[config.mk]
export PLATFORM = sky130hd
export DESIGN_NAME = voxel_dda_stepper
export DESIGN_NICKNAME = d
export VERILOG_FILES = /design/src/rtl/voxel_dda_stepper.sv
export SDC_FILE = /design/constraint.sdc
export NUM_CORES = 1
export LEC_CHECK = 0
export BUFFER_PORTS_ARGS = -buffer_cell sky130_fd_sc_hd__clkbuf_2
export CAP_MARGIN = 20
export CORE_ASPECT_RATIO = 0.8
export CORE_UTILIZATION = 58
export DETAILED_ROUTE_END_ITERATION = 10
export PLACE_DENSITY = 0.81
export SLEW_MARGIN = 20
export SYNTH_ARGS = -nofsm -noshare
export SYNTH_HDL_FRONTEND = slang
export SYNTH_SLANG_ARGS = --single-unit
[constraint.sdc]
create_clock -name clk -period 5.85 [get_ports clk]
set_clock_uncertainty 0.05 [all_clocks]
set_input_delay 1.17 -clock clk [delete_from_list [all_inputs] [get_ports clk]]
set_output_delay 1.17 -clock clk [all_outputs]
set_load 0.02 [all_outputs]
[src/rtl/voxel_dda_stepper.sv]
// 3D-DDA voxel traversal engine: walks a ray through a 32x32x32 grid, one voxel per accepted beat.
// Optional DDA_STEP_CNT_EN adds the out_step beat-index output.
module voxel_dda_stepper #(
  parameter int X_BITS    = 5,
  parameter int Y_BITS    = 5,
  parameter int Z_BITS    = 5,
  parameter int T_BITS    = 16,
  parameter int STEP_BITS = 8
) (
  input  logic                 clk,
  input  logic                 rst,
  input  logic                 start_valid,
  output logic                 start_ready,
  input  logic [X_BITS-1:0]    start_x,
  input  logic [Y_BITS-1:0]    start_y,
  input  logic [Z_BITS-1:0]    start_z,
  input  logic [1:0]           dir_x,
  input  logic [1:0]           dir_y,
  input  logic [1:0]           dir_z,
  input  logic [T_BITS-1:0]    tmax_x,
  input  logic [T_BITS-1:0]    tmax_y,
  input  logic [T_BITS-1:0]    tmax_z,
  input  logic [T_BITS-1:0]    tdelta_x,
  input  logic [T_BITS-1:0]    tdelta_y,
  input  logic [T_BITS-1:0]    tdelta_z,
  input  logic [STEP_BITS-1:0] max_steps,
  output logic                 out_valid,
  input  logic                 out_ready,
  output logic [X_BITS-1:0]    out_x,
  output logic [Y_BITS-1:0]    out_y,
  output logic [Z_BITS-1:0]    out_z,
  output logic                 out_last,
`ifdef DDA_STEP_CNT_EN
  output logic                 busy,
  output logic [STEP_BITS-1:0] out_step
`else
  output logic                 busy
`endif
);

  typedef enum logic {S_IDLE, S_RUN} state_t;

  state_t r_state, w_next_state;

  logic [X_BITS-1:0]    r_x;
  logic [Y_BITS-1:0]    r_y;
  logic [Z_BITS-1:0]    r_z;
  logic [1:0]           r_dir_x, r_dir_y, r_dir_z;
  logic [T_BITS-1:0]    r_tmax_x, r_tmax_y, r_tmax_z;
  logic [T_BITS-1:0]    r_tdelta_x, r_tdelta_y, r_tdelta_z;
  logic [STEP_BITS-1:0] r_eff_max;
  logic [STEP_BITS-1:0] r_cnt;

  logic w_act_x, w_act_y, w_act_z;
  logic w_sel_x, w_sel_y, w_sel_z;
  logic w_exit, w_budget_done, w_accept, w_beat;

  // Direction encoding: bit0 = axis moves, bit1 = negative when moving.
  assign w_act_x = r_dir_x[0];
  assign w_act_y = r_dir_y[0];
  assign w_act_z = r_dir_z[0];

  // Smallest tMax among moving axes; <= comparisons give X > Y > Z on ties.
  assign w_sel_x = w_act_x && (!w_act_y || (r_tmax_x <= r_tmax_y))
                           && (!w_act_z || (r_tmax_x <= r_tmax_z));
  assign w_sel_y = !w_sel_x && w_act_y && (!w_act_z || (r_tmax_y <= r_tmax_z));
  assign w_sel_z = !w_sel_x && !w_sel_y && w_act_z;

  assign w_exit = !(w_act_x || w_act_y || w_act_z)
               || (w_sel_x && (r_dir_x[1] ? (r_x == '0) : (r_x == '1)))
               || (w_sel_y && (r_dir_y[1] ? (r_y == '0) : (r_y == '1)))
               || (w_sel_z && (r_dir_z[1] ? (r_z == '0) : (r_z == '1)));

  assign w_budget_done = (r_cnt == (r_eff_max - STEP_BITS'(1)));

  assign start_ready = (r_state == S_IDLE);
  assign busy        = (r_state == S_RUN);
  assign out_valid   = (r_state == S_RUN);
  assign out_last    = (r_state == S_RUN) && (w_budget_done || w_exit);
  assign out_x       = r_x;
  assign out_y       = r_y;
  assign out_z       = r_z;
`ifdef DDA_STEP_CNT_EN
  assign out_step    = r_cnt;
`endif

  assign w_accept = start_valid && start_ready;
  assign w_beat   = out_valid && out_ready;

  function automatic logic [T_BITS-1:0] sat_add(input logic [T_BITS-1:0] a,
                                                input logic [T_BITS-1:0] b);
    logic [T_BITS:0] s;
    s = {1'b0, a} + {1'b0, b};
    return s[T_BITS] ? {T_BITS{1'b1}} : s[T_BITS-1:0];
  endfunction

  // NOTE: state registers use non-blocking (<=) so every flop samples pre-edge values.
  always_ff @(posedge clk) begin
    if (rst) r_state <= S_IDLE;
    else     r_state <= w_next_state;
  end

  // NOTE: the default assignment first keeps this block free of inferred latches.
  always_comb begin
    w_next_state = r_state;
    case (r_state)
      S_IDLE:  if (w_accept) w_next_state = S_RUN;
      S_RUN:   if (w_beat && out_last) w_next_state = S_IDLE;
      default: w_next_state = S_IDLE;
    endcase
  end

  always_ff @(posedge clk) begin
    if (rst) begin
      r_x        <= '0;
      r_y        <= '0;
      r_z        <= '0;
      r_dir_x    <= '0;
      r_dir_y    <= '0;
      r_dir_z    <= '0;
      r_tmax_x   <= '0;
      r_tmax_y   <= '0;
      r_tmax_z   <= '0;
      r_tdelta_x <= '0;
      r_tdelta_y <= '0;
      r_tdelta_z <= '0;
      r_eff_max  <= '0;
      r_cnt      <= '0;
    end else if (w_accept) begin
      r_x        <= start_x;
      r_y        <= start_y;
      r_z        <= start_z;
      r_dir_x    <= dir_x;
      r_dir_y    <= dir_y;
      r_dir_z    <= dir_z;
      r_tmax_x   <= tmax_x;
      r_tmax_y   <= tmax_y;
      r_tmax_z   <= tmax_z;
      r_tdelta_x <= tdelta_x;
      r_tdelta_y <= tdelta_y;
      r_tdelta_z <= tdelta_z;
      r_eff_max  <= (max_steps == '0) ? STEP_BITS'(1) : max_steps;
      r_cnt      <= '0;
    end else if (w_beat) begin
      r_cnt <= r_cnt + STEP_BITS'(1);
      // The final beat never steps, so coordinates cannot leave the grid.
      if (!out_last) begin
        if (w_sel_x) begin
          r_x      <= r_dir_x[1] ? r_x - 1'b1 : r_x + 1'b1;
          r_tmax_x <= sat_add(r_tmax_x, r_tdelta_x);
        end
        if (w_sel_y) begin
          r_y      <= r_dir_y[1] ? r_y - 1'b1 : r_y + 1'b1;
          r_tmax_y <= sat_add(r_tmax_y, r_tdelta_y);
        end
        if (w_sel_z) begin
          r_z      <= r_dir_z[1] ? r_z - 1'b1 : r_z + 1'b1;
          r_tmax_z <= sat_add(r_tmax_z, r_tdelta_z);
        end
      end
    end
  end

endmodule

Word-level counts from Yosys, hierarchy flattened

Cells that the tools add are included.

Register bits: 134
Latch bits: 0
RAM bits: 0
Bits in read-only memories: 0
Input port bits: 129
Word-level logic and storage cells: 111
Memories: 0

Add/subtract/negate cells: 11
Multipliers: 0
Divide/modulo/power cells: 0
Order comparisons: 3
Equality and inequality tests: 5
Shifts and indexed selects: 0
Multiplexer cells: 37
Bitwise operators: 1
Reductions and logical operators: 39

Operators with widths:

| kind                                                  | number |
|---|---|
| two-way mux 16 bit                                    | 15 |
| two-way mux 5 bit                                     | 15 |
| adder 16 x 16 -> 17 bit                               | 3 |
| less-or-equal comparator 16 bit                       | 3 |
| adder 5 x 1 -> 5 bit, second input constant           | 3 |
| equality test 5 bit, second input constant            | 3 |
| zero test 5 bit                                       | 3 |
| subtractor 5 x 1 -> 5 bit, second input constant      | 3 |
| logical AND 1 bit                                     | 13 |
| logical OR 1 bit                                      | 9 |
| AND reduction 3 bit                                   | 3 |
| adder 8 x 1 -> 8 bit, second input constant           | 1 |
| equality test 8 bit                                   | 1 |
| zero test 8 bit                                       | 1 |
| two-way mux 8 bit                                     | 1 |
| nonzero test 2 bit                                    | 4 |
| subtractor 8 x 1 -> 8 bit, second input constant      | 1 |
| zero test 1 bit                                       | 5 |
| two-way mux 1 bit                                     | 5 |
| inequality test 2 x 1 -> 1 bit, second input constant | 1 |
| case mux 1 bit (2 select lines)                       | 1 |
| OR reduction 2 bit                                    | 1 |
| NOT 1 bit                                             | 1 |

Depth between registers and ports, before layout

Depth after elaboration: 17
Gate-level depth with buffers: 13
Mapped depth without buffers: 12

Worst setup path before layout

Ideal clock, no wire load.

Kind: register to output
Start: reg r_tmax_z[9]
End: out out_last
Arrival time: 2203 ps
Data required time: 4630 ps
Setup slack: 2427 ps
Stages on the path, launching flop included: 9
Path through: dfxtp_1 inv_1 ha_1 a21o_1 a221o_1 a221oi_1 nor2_1 o32ai_1 a31oi_4

Longest elaborated chain between the ends: 13
Elaborated cells between the ends (all ways): 19
Those cells by class: 2 x order compare; 17 x reduce/logical

RTL lines:

| item                            | RTL line | text |
|---|---|---|
| from (decl)                     | 49       | `logic [T_BITS-1:0] r_tmax_x, r_tmax_y, r_tmax_z;` |
| from (signal assigned)          | 138      | `r_tmax_z <= tmax_z;` |
| from (signal assigned)          | 158      | `r_tmax_z <= sat_add(r_tmax_z, r_tdelta_z);` |
| less-or-equal comparator 16 bit | 65       | `&& (!w_act_z \|\| (r_tmax_x <= r_tmax_z));` |
| logical OR 1 bit                | 65       |  |
| logical AND 1 bit               | 65       |  |
| zero test 1 bit                 | 66, 67   |  |
| logical AND 1 bit (2 in a row)  | 66       | `assign w_sel_y = !w_sel_x && w_act_y && (!w_act_z \|\| (r_tmax_y <= r_tmax_z));` |
| zero test 1 bit                 | 67       | `assign w_sel_z = !w_sel_x && !w_sel_y && w_act_z;` |
| logical AND 1 bit (2 in a row)  | 67       |  |
| logical AND 1 bit               | 72       | `\|\| (w_sel_z && (r_dir_z[1] ? (r_z == '0) : (r_z == '1)));` |
| logical OR 1 bit (*)            | 72       |  |
| logical OR 1 bit (*)            | 79       | `assign out_last = (r_state == S_RUN) && (w_budget_done \|\| w_exit);` |
| logical AND 1 bit (*)           | 79       |  |
| to (decl)                       | 32       | `output logic out_last,` |

Every way passes the cells marked *; elsewhere a longest branch is shown, timed or not.

Worst setup path after layout

Ends and elaborated chain as after synthesis.

==> impl_metrics.env <==
export IMPL_fin_crit_ns=4.29
export IMPL_finalCritPeriodShare=0.733
export IMPL_r2r_start="r_tmax_z[9]"
export IMPL_worstHoldPathType="reg2reg"
export IMPL_end_kind="primary output"
export IMPL_max_clock_freq_mhz=233
export IMPL_synth_async_reset_ratio=0
export IMPL_rr_worst_depth=11
export IMPL_syn_to_final_growth_pct=16.1
export IMPL_hold_viol=0
export IMPL_routedWlPerCell_um=17.3
export IMPL_crit_slowest_cell="o32ai_1"
export IMPL_crit_chain="inv_1, ha_1, a21o_1, a221o_1, a221oi_1, nor2_1, o32ai_1, a31oi_4, clkbuf_2"
export IMPL_holdPathStages=2
export IMPL_syn_inst=1177
export IMPL_clkLatencyLatePin_ns=0.43
export IMPL_grt_start_max_net_pins=90
export IMPL_hpwl_mm=19.4
export IMPL_cts_tree="done"
export IMPL_antenna_found_initial=0
export IMPL_postSynthAreaPerCell_um2=7.87
export IMPL_ir_worst_vdd_v=0.000215
export IMPL_report_final_slew_viol_count=0
export IMPL_ys_flop_type="dfxtp_1"
export IMPL_ant_nets=0
export IMPL_synth_edf_count=0
export IMPL_ys_ff_latch=134
export IMPL_worst_pin_slew_ns=1.10
export IMPL_drtIter0Drc=781
export IMPL_die_h_um=115
export IMPL_drive_gt1_frac=0.155
export IMPL_p_comb_frac=0.251
export IMPL_ctsHoldBuffers=0
export IMPL_min_from="r_tdelta_z[6]"
export IMPL_p_seq_frac=0.357
export IMPL_pwr_density_cell_mw_per_mm2=277
export IMPL_synth_yosys_seq_area_share=0.290
export IMPL_max_stage_delay_ns=0.51
export IMPL_grt_usage=0.329
export IMPL_drc=0
export IMPL_cap_viol_max_count=0
export IMPL_post_cts_setup_buffers=0
export IMPL_reg2reg_slack_ns=1.77
export IMPL_ys_warn_count=0
export IMPL_core_area_mm2=0.0153
export IMPL_r2r_end="r_tmax_y[14]"
export IMPL_syn_nets=1419
export IMPL_io_pins=148
export IMPL_dpl_instance_area_mm2=0.0101
export IMPL_clk_pin_slew_ns=0.06
export IMPL_final_area_mm2=0.0107
export IMPL_gr_total_overflow=0
export IMPL_required_ns=4.63
export IMPL_min_to="r_tdelta_z[6]"
export IMPL_die_w_um=143
export IMPL_gp_congestion=0.970
export IMPL_cts_buffer_depth=2
export IMPL_htree_levels=4
export IMPL_p_sw_uw=945
export IMPL_routed_wl_mm=26.3
export IMPL_num_rows=40
export IMPL_synth_area_mm2=0.00926
export IMPL_synth_cell_type_count=67
export IMPL_cts_sinks=134
export IMPL_cp_start_kind="flop"
export IMPL_nets=1540
export IMPL_antennaDiodeCount=0
export IMPL_power_leakage_uw=0.00476
export IMPL_path_buf_inv=2
export IMPL_numCtsBuffers=17
export IMPL_intPower_uw=2030
export IMPL_port_buffers=147
export IMPL_tns_ns=0
export IMPL_relSlewSlack=0.262
export IMPL_crit_path_max_fanout=6
export IMPL_cts_root_buf="clkbuf_16"
export IMPL_path_delay_family="compound AO/OA/AOI/OAI gates"
export IMPL_initial_utilization=0.605
export IMPL_grt_pass1_vias=8374
export IMPL_drt_vias_per_instance=6.02
export IMPL_finalSetupViolCount=0
export IMPL_vias=9162
export IMPL_grt_pass1_wl_mm=42.0
export IMPL_first_pass_iters=6
export IMPL_cp_arrival_ns=3.07
export IMPL_rsz0062_at_grt="false"
export IMPL_cts_resized=0
export IMPL_pwr_share_clk=0.392
export IMPL_status="complete, no violations"
export IMPL_p_sw_frac=0.318
export IMPL_die_area_mm2=0.0165
export IMPL_crit_type="reg2out"
synthesized netlist by cell type, types with 9 or more instances:
library cell	count	area [um^2]
clkbuf_1	39	146
xor2_1	23	201
a31oi_1	11	68.8
o22ai_1	22	138
o2bb2ai_1	11	96.3
o211ai_1	9	67.6
nor4_1	10	62.6
dfxtp_1	134	2680
ha_1	107	1340
a211oi_1	21	158
nand2_1	188	706
inv_1	66	248
o21ai_0	52	260
nor3_1	27	135
nor2_1	73	274
o221ai_1	21	184
nand3_1	21	105
a21o_1	21	158
nand4_1	9	56.3
xnor2_1	30	263
a21oi_1	138	691
o21a_1	12	90.1
nor2b_1	13	81.3
cell type report:
class / count / area [um^2]
clock inverters: 11 / 171
fillers: 1274 / 4570
inverters: 66 / 248
clock buffers: 21 / 470
well taps: 210 / 263
multi-input cells: 926 / 6130
flip-flops and latches: 134 / 2680
repair buffers: 153 / 783
metrics by stage:
step                total power (uW)  instances  hold WS [ns]  utilization  setup WS [ns]
global placement                1780       1489         0.399        0.660           1.95
finish                          2980       1521         0.407        0.702           1.56
floorplan                       1580       1177         0.390            -           2.43
detailed placement              1800       1489         0.402        0.660           1.87
global route                    3120       1521         0.430        0.702           1.35
CTS                             2960       1521         0.410        0.702           1.58
cell families (layout without fill, tap and decap cells):
logic type	after synthesis	count (layout)	share of synthesized area
buffers and inverters	117	251	0.0505
DFF	134	134	0.290
and+or+nand+nor	382	382	0.184
xor gates and xnor gates	54	54	0.0519
AOI/OAI and AO/OA	370	370	0.258
muxes	7	7	0.00838
adders and majority gates	113	113	0.158
worst min-delay path, cell delays in order, from the launching register on:
cell     delay [ns]
dfxtp_1        0.31
nand2_1        0.05
a21oi_1        0.05
power groups by stage:
| stage | registers, uW | clock network [uW] | logic, uW |
|---|---|---|---|
| after global routing | 1070 | 1220 | 829 |
| after global placement | 1070 | 0 | 709 |
| after CTS | 1060 | 1170 | 733 |
| final | 1060 | 1170 | 747 |
| after detailed placement | 1080 | 0 | 724 |
| after floorplan | 1060 | 0 | 525 |
cell usage in the layout, fill, tap and decap left out, types with 6 or more instances in the layout:
master,count
clkbuf_2,146
o2bb2ai_1,11
o22ai_1,22
nand2b_1,7
a31oi_1,10
xnor2_1,30
o21ai_0,52
nor4_1,10
ha_1,107
a21o_1,21
a211oi_1,21
mux2_2,6
nand3_1,21
nor3_1,27
dfxtp_1,134
nand2_1,187
o211ai_1,9
xor2_1,23
nor2_1,73
nand4_1,9
a21oi_1,138
or3_1,6
and3_1,7
clkbuf_16,17
inv_1,66
nor2b_1,12
buf_4,7
o221ai_1,21
o21a_1,12
fa_1,6
how the worst max path moves through the flow:
stage | cells after the start | to | startpoint | slack (ns)
floorplan | 8 | out_last | r_tmax_z[9] | 2.43
global placement | 11 | r_tmax_y[14] | r_tmax_z[9] | 1.95
detailed placement | 11 | r_tmax_y[14] | r_tmax_z[9] | 1.87
CTS | 9 | out_last | r_tmax_z[9] | 1.58
global route | 9 | out_last | r_tmax_z[9] | 1.35
finish | 9 | out_last | r_tmax_z[9] | 1.56
per-layer routing:
metal  vias to the layer above  track usage  share of wire
li1                       4511            -              -
met4                         0        0.100          0.018
met2                       383        0.490           0.43
met1                      4227        0.470           0.47
met3                        41       0.0750          0.084
met5                         -            0              0
flip-flops by register name, indices dropped and copies added, names as in the netlist:
name	cells
r_tdelta_x	16
r_tdelta_y	16
r_tdelta_z	16
r_tmax_x	16
r_tmax_y	16
r_tmax_z	16
r_cnt	8
r_eff_max	8
out_x	5
out_y	5
out_z	5
r_dir_x	2
r_dir_y	2
r_dir_z	2
busy	1
Note: power is estimated with default switching activity, not from simulation.
